--- src/rtl/one_to_four_demux_stream_pkg.sv ---
// Shared constants and FSM state type for the 1-to-4 stream demux.
// Imported by the interface, the output slot and the top.
package demux_pkg;
    localparam int NUM_CH = 4;
    localparam int SEL_W  = 2;

    typedef enum logic {
        IDLE,
        LOCKED
    } demux_state_t;
endpackage

--- src/rtl/one_to_four_demux_stream_if.sv ---
// Stream bundle: one shared source side, four consumer lanes, counters.
// master drives the source/consumer side, slave is the demux.
interface one_to_four_demux_stream_if #(
    parameter int WIDTH = 8,
    parameter int CNT_W = 16
);
    import demux_pkg::*;

    logic [WIDTH-1:0]        in_data;
    logic [SEL_W-1:0]        in_sel;
    logic                    in_last;
    logic                    in_valid;
    logic                    in_ready;
    logic [NUM_CH*WIDTH-1:0] out_data;
    logic [NUM_CH-1:0]       out_last;
    logic [NUM_CH-1:0]       out_valid;
    logic [NUM_CH-1:0]       out_ready;
    logic                    busy;
    logic [NUM_CH*CNT_W-1:0] cnt;
    logic                    cnt_clr;

    modport master (
        output in_data, in_sel, in_last, in_valid,
        output out_ready, cnt_clr,
        input  in_ready, out_data, out_last, out_valid,
        input  busy, cnt
    );

    modport slave (
        input  in_data, in_sel, in_last, in_valid,
        input  out_ready, cnt_clr,
        output in_ready, out_data, out_last, out_valid,
        output busy, cnt
    );
endinterface

--- src/rtl/one_to_four_demux_stream_slot.sv ---
// One-entry output register slot with a delivered-beat counter.
// A load in the same cycle as a drain replaces the beat and keeps valid high.
module demux_out_slot
    import demux_pkg::*;
#(
    parameter int WIDTH = 8,
    parameter int CNT_W = 16
) (
    input  logic             clk,
    input  logic             rst,
    input  logic             i_load,
    input  logic [WIDTH-1:0] i_data,
    input  logic             i_last,
    input  logic             i_ready,
    input  logic             i_clr,
    output logic             o_valid,
    output logic [WIDTH-1:0] o_data,
    output logic             o_last,
    output logic [CNT_W-1:0] o_cnt
);
    logic             r_valid;
    logic [WIDTH-1:0] r_data;
    logic             r_last;
    logic [CNT_W-1:0] r_cnt;
    logic             w_drain;

    assign w_drain = r_valid & i_ready;

    always_ff @(posedge clk) begin
        if (rst) begin
            r_valid <= 1'b0;
            r_data  <= '0;
            r_last  <= 1'b0;
        end else if (i_load) begin
            r_valid <= 1'b1;
            r_data  <= i_data;
            r_last  <= i_last;
        end else if (w_drain) begin
            r_valid <= 1'b0;
        end
    end

    // Clear wins over a coincident drain.
    always_ff @(posedge clk) begin
        if (rst || i_clr) begin
            r_cnt <= '0;
        end else if (w_drain) begin
            r_cnt <= r_cnt + 1'b1;
        end
    end

    assign o_valid = r_valid;
    assign o_data  = r_data;
    assign o_last  = r_last;
    assign o_cnt   = r_cnt;
endmodule

--- src/rtl/one_to_four_demux_stream.sv ---
// Streaming 1-to-4 demux: packets stay locked to the channel chosen
// by in_sel on their first beat; each channel has a one-entry slot.
module one_to_four_demux_stream
    import demux_pkg::*;
#(
    parameter int WIDTH = 8,
    parameter int CNT_W = 16
) (
    input logic                        clk,
    input logic                        rst,
    one_to_four_demux_stream_if.slave  bus
);
    demux_state_t     r_state;
    demux_state_t     w_state_nxt;
    logic [SEL_W-1:0] r_lock_sel;
    logic [SEL_W-1:0] w_lock_sel_nxt;
    logic [SEL_W-1:0] w_route;
    logic             w_in_ready;
    logic             w_accept;

    logic [NUM_CH-1:0] w_valid;
    logic [NUM_CH-1:0] w_last;
    logic [WIDTH-1:0]  w_data [NUM_CH];
    logic [CNT_W-1:0]  w_cnt  [NUM_CH];

    assign w_route    = (r_state == IDLE) ? bus.in_sel : r_lock_sel;
    assign w_in_ready = ~w_valid[w_route] | bus.out_ready[w_route];
    assign w_accept   = bus.in_valid & w_in_ready;

    always_ff @(posedge clk) begin
        if (rst) begin
            r_state    <= IDLE;
            r_lock_sel <= '0;
        end else begin
            r_state    <= w_state_nxt;
            r_lock_sel <= w_lock_sel_nxt;
        end
    end

    always_comb begin
        w_state_nxt    = r_state;
        w_lock_sel_nxt = r_lock_sel;
        unique case (r_state)
            IDLE: begin
                if (w_accept && !bus.in_last) begin
                    w_state_nxt    = LOCKED;
                    w_lock_sel_nxt = bus.in_sel;
                end
            end
            LOCKED: begin
                if (w_accept && bus.in_last) begin
                    w_state_nxt = IDLE;
                end
            end
            default: w_state_nxt = IDLE;
        endcase
    end

    for (genvar k = 0; k < NUM_CH; k++) begin : g_slot
        demux_out_slot #(
            .WIDTH (WIDTH),
            .CNT_W (CNT_W)
        ) u_slot (
            .clk     (clk),
            .rst     (rst),
            .i_load  (w_accept && (w_route == SEL_W'(k))),
            .i_data  (bus.in_data),
            .i_last  (bus.in_last),
            .i_ready (bus.out_ready[k]),
            .i_clr   (bus.cnt_clr),
            .o_valid (w_valid[k]),
            .o_data  (w_data[k]),
            .o_last  (w_last[k]),
            .o_cnt   (w_cnt[k])
        );
    end

    always_comb begin
        bus.out_data = '0;
        bus.cnt      = '0;
        for (int k = 0; k < NUM_CH; k++) begin
            bus.out_data[k*WIDTH +: WIDTH] = w_data[k];
            bus.cnt[k*CNT_W +: CNT_W]      = w_cnt[k];
        end
    end

    assign bus.out_valid = w_valid;
    assign bus.out_last  = w_last;
    assign bus.in_ready  = w_in_ready;
    assign bus.busy      = (r_state == LOCKED);
endmodule

--- src/flat_wrapper.sv ---
// flat-port wrapper written by rule: the top's interface ports become plain ports
module one_to_four_demux_stream_flat import demux_pkg::*;
#(
    parameter int WIDTH = 8,
    parameter int CNT_W = 16
)
  (clk, rst, bus_in_data, bus_in_sel, bus_in_last, bus_in_valid, bus_out_ready, bus_cnt_clr, bus_in_ready, bus_out_data, bus_out_last, bus_out_valid, bus_busy, bus_cnt);
  one_to_four_demux_stream_if #(.WIDTH(WIDTH), .CNT_W(CNT_W)) bus_i ();
  input logic clk;
  input logic rst;
  input wire logic [$bits(bus_i.in_data)-1:0] bus_in_data;
  input wire logic [$bits(bus_i.in_sel)-1:0] bus_in_sel;
  input wire logic [$bits(bus_i.in_last)-1:0] bus_in_last;
  input wire logic [$bits(bus_i.in_valid)-1:0] bus_in_valid;
  input wire logic [$bits(bus_i.out_ready)-1:0] bus_out_ready;
  input wire logic [$bits(bus_i.cnt_clr)-1:0] bus_cnt_clr;
  output wire logic [$bits(bus_i.in_ready)-1:0] bus_in_ready;
  output wire logic [$bits(bus_i.out_data)-1:0] bus_out_data;
  output wire logic [$bits(bus_i.out_last)-1:0] bus_out_last;
  output wire logic [$bits(bus_i.out_valid)-1:0] bus_out_valid;
  output wire logic [$bits(bus_i.busy)-1:0] bus_busy;
  output wire logic [$bits(bus_i.cnt)-1:0] bus_cnt;
  assign bus_i.in_data = bus_in_data;
  assign bus_i.in_sel = bus_in_sel;
  assign bus_i.in_last = bus_in_last;
  assign bus_i.in_valid = bus_in_valid;
  assign bus_i.out_ready = bus_out_ready;
  assign bus_i.cnt_clr = bus_cnt_clr;
  assign bus_in_ready = bus_i.in_ready;
  assign bus_out_data = bus_i.out_data;
  assign bus_out_last = bus_i.out_last;
  assign bus_out_valid = bus_i.out_valid;
  assign bus_busy = bus_i.busy;
  assign bus_cnt = bus_i.cnt;
  one_to_four_demux_stream #(.WIDTH(WIDTH), .CNT_W(CNT_W)) u_core (.clk(clk), .rst(rst), .bus(bus_i));
endmodule
--- config.mk ---
export PLATFORM = sky130hd
export DESIGN_NAME = one_to_four_demux_stream_flat
export DESIGN_NICKNAME = d
export VERILOG_FILES = /design/src/rtl/one_to_four_demux_stream_pkg.sv /design/src/rtl/one_to_four_demux_stream_if.sv /design/src/rtl/one_to_four_demux_stream_slot.sv /design/src/rtl/one_to_four_demux_stream.sv /design/src/flat_wrapper.sv
export SDC_FILE = /design/constraint.sdc
export NUM_CORES = 1
export LEC_CHECK = 0
export CAP_MARGIN = 20
export CORE_UTILIZATION = 40
export DETAILED_ROUTE_END_ITERATION = 16
export GPL_ROUTABILITY_DRIVEN = 0
export PLACE_DENSITY = 0.73
export SKIP_LAST_GASP = 1
export SLEW_MARGIN = 20
export SYNTH_ARGS = -nofsm -noshare
export SYNTH_HDL_FRONTEND = slang
export SYNTH_SLANG_ARGS = --single-unit
--- constraint.sdc ---
create_clock -name clk -period 3.8 [get_ports clk]
set_input_delay 0.38 -clock clk [delete_from_list [all_inputs] [get_ports clk]]
set_output_delay 0.38 -clock clk [all_outputs]
set_load 0.005 [all_outputs]
==> metrics.yaml <==
run_status: "completed"
nFillCells: 988
start_util_pct: 41.7
h-tree-depth: 3
syn_nets: 532
grt-ovfl-total: 0
synth_adder_area_share_pct: 1.09
cts_buffers: 9
synth-xor-area-share_pct: 7.42
cts_sinks: 107
ys_seq_area_share_pct: 46.6
grt_max_degree: 46
critPathMaxFanout: 7
antennaDiodeCount: 0
seqPwrFrac_pct: 50.3
nets: 642
dieWidth_um: 109
clock_path_buffers: 2
ctsResizeCount: 0
fin_tns_setup_ns: 0
critPathRequiredTime_ns: 3.42
postCtsSetupRepairBufs: 0
cts_hold_buf: 0
cts-root-buf: "clkbuf_16"
endpoint_kind: "primary output"
rows: 38
relSlewSlack_pct: 42.2
yosys.area_share.simple_pct: 24.1
dieArea_sq_mm: 0.0119
path_buf_inv: 1
fin_crit_sh_pct: 69.2
clock_latency_ns: 0.35
p_sw_mw: 0.491
grt_pass1_wl_um: 17400
multi_input_area_sq_mm: 0.00229
combPwrFrac_pct: 7.3
crit_family: "multiplexers"
synthTopCellsByArea: "dfxtp_1 47%, mux2i_1 9.4%, nor2_1 7.1%"
rsz0062_at_grt: "false"
max_cap_violations: 0
power_density_mw_per_mm2: 372
yosys-top-cells-count: "107 x dfxtp_1, 87 x nor2_1, 43 x mux2i_1"
synth_edf_count: 0
post-synth-top-count-cell: "dfxtp_1"
ant_nets: 0
dr_total_vias: 3991
min_period_ns: 2.63
worstMarginPinSlew_ns: 0.868
grt_usage_pct: 18.9
antenna_found_initial: 0
io_pins: 125
fmax_mhz: 381
final_util_pct: 56.2
arrival_ns: 2.25
wl_per_cell_um: 14.5
ys.warnings.count: 0
synth_top_area_cell: "dfxtp_1"
setup_viol: 0
critPathSlowestCell: "clkdlybuf4s50_1"
yosys-mux-area-fraction_pct: 10.1
wirelength_um: 11000
swShare_pct: 21.3
vias_per_cell: 5.24
cp_cell_sequence: "mux2_2 -> mux2i_1 -> mux2i_1 -> clkdlybuf4s50_1"
cp_slowest_stage_delay_ns: 0.56
die_h_um: 109
first_pass_iters: 5
syn_inst: 509
crit_top_cell: "mux2i_1"
clk_pin_slew_ns: 0.07
worstSetupPathType: "reg -> out"
dp_hpwl_um: 7880
synth_top_family_by_area: "simple AND/OR/NAND/NOR gates"
drcViolationCount: 0
syn2layout_area_growth_pct: 34.7
synth-seq-cells: 107
first_iter_violations: 287
p_clk_share_pct: 42.4
p_leak_nw: 2.31
hold_class: "reg -> reg"
drive_gt1_share_pct: 5.48
start_kind: "flop"
fin_skew_ns: 0.00598
ys_types: 41
grt_pass1_vias: 3614
async_flop_share_pct: 0
vdd_drop_max_v: 0.000299
p_int_mw: 1.81
synth_flop_cell: "dfxtp_1"
synth_compound_area_share_pct: 7.02
synth_area_sq_mm: 0.00460
core_area_sq_mm: 0.0110
finalHoldViolations: 0
maxSlewViolCount: 0
cts_tree: "done"
io_buffer_count: 124
netlist.area_leader.share_pct: 46.6
seqCellArea_sq_mm: 0.00214
avgSynthCellArea_sq_um: 9.04
worst register-to-register path, cell delays in order (launching register included):
cell	delay, ns
dfxtp_1	0.50
mux2i_1	0.40
nand4_1	0.70
mux2i_1	0.37
nor2_1	0.06
kinds of logic after synthesis:
kind of cell | after synthesis
AO/OA/AOI/OAI | 54
XOR/XNOR | 39
adder cells (fa/ha/maj) | 4
buffers and inverters | 35
flip-flops | 107
multiplexers | 46
AND/OR/NAND/NOR | 224
sequential cells by signal, summed over array words and instances, names as in the netlist, named ones only:
signal                        count
u_core.g_slot.u_slot.o_cnt       64
u_core.g_slot.u_slot.o_data      32
u_core.g_slot.u_slot.o_last       4
u_core.g_slot.u_slot.o_valid      4
u_core.r_lock_sel                 2
cells in the final DEF (no fill, tap or decap), types with 5 or more instances in the layout:
cell type        instances
nor4_1                   8
and4_1                   5
nand2_1                 38
nand2b_1                 5
or3_1                    8
nor3_1                   9
and3_1                   8
nand3_1                 17
xor2_1                  17
a21oi_1                 26
nand4_1                 18
clkdlybuf4s50_1        124
mux2i_1                 43
dfxtp_1                107
xnor2_1                 22
o21ai_0                 11
clkbuf_16                9
nor2_1                  87
inv_1                    8
metrics by stage:
step / power [mW] / worst slack [ns] / cell area (sq um) / hold WS, ns / instances
finish: 2.31 / 1.17 / 6200 / 0.479 / 761
global route: 2.38 / 1.14 / 6200 / 0.520 / 761
CTS: 2.33 / 1.20 / 6200 / 0.481 / 761
detailed placement: 1.35 / 1.25 / 5890 / 0.474 / 748
global placement: 1.35 / 1.32 / 5890 / 0.456 / 748
floorplan: 1.27 / 2.18 / 4600 / 0.444 / 509
power groups by stage:
stage,registers (mW),clock network (mW),logic [mW]
finish,1.16,0.977,0.169
global route,1.16,1.04,0.185
CTS,1.16,1.00,0.171
detailed placement,1.18,0,0.169
global placement,1.18,0,0.167
floorplan,1.18,0,0.0901
path summary, 6_finish.rpt:
| kind | start | endpoint | slack (ns) | cells past startpoint |
|---|---|---|---|---|
| worst min-delay path | u_core.r_lock_sel[1] | u_core.r_lock_sel[1] | 0.48 | 2 |
| worst min register to register | u_core.r_lock_sel[1] | u_core.r_lock_sel[1] | 0.48 | 2 |
| worst max-delay path | flop | bus_in_ready | 1.17 | 4 |
| worst max register to register | flop | u_core.g_slot[0].u_slot.o_data[0] | 1.64 | 4 |
per-layer routing:
layer / global-route usage, % / share of wire [%] / vias to the layer above
met3: 8.07 / 9.2 / 16
met2: 30.7 / 46 / 142
li1: - / - / 1988
met5: 0 / 0 / -
met4: 6.95 / 1.6 / 0
met1: 22.2 / 43 / 1845
cell type report:
| cell class | count | share of cell area (%) |
|---|---|---|
| Multi-Input combinational cell | 367 | 36.9 |
| Sequential cell | 107 | 34.6 |
| Timing Repair Buffer | 126 | 20.3 |
| Clock buffer | 10 | 3.86 |
| Tap cell | 140 | 2.83 |
| Clock inverter | 3 | 1.05 |
| Inverter | 8 | 0.485 |
Note: power is estimated with default switching activity, not from simulation.
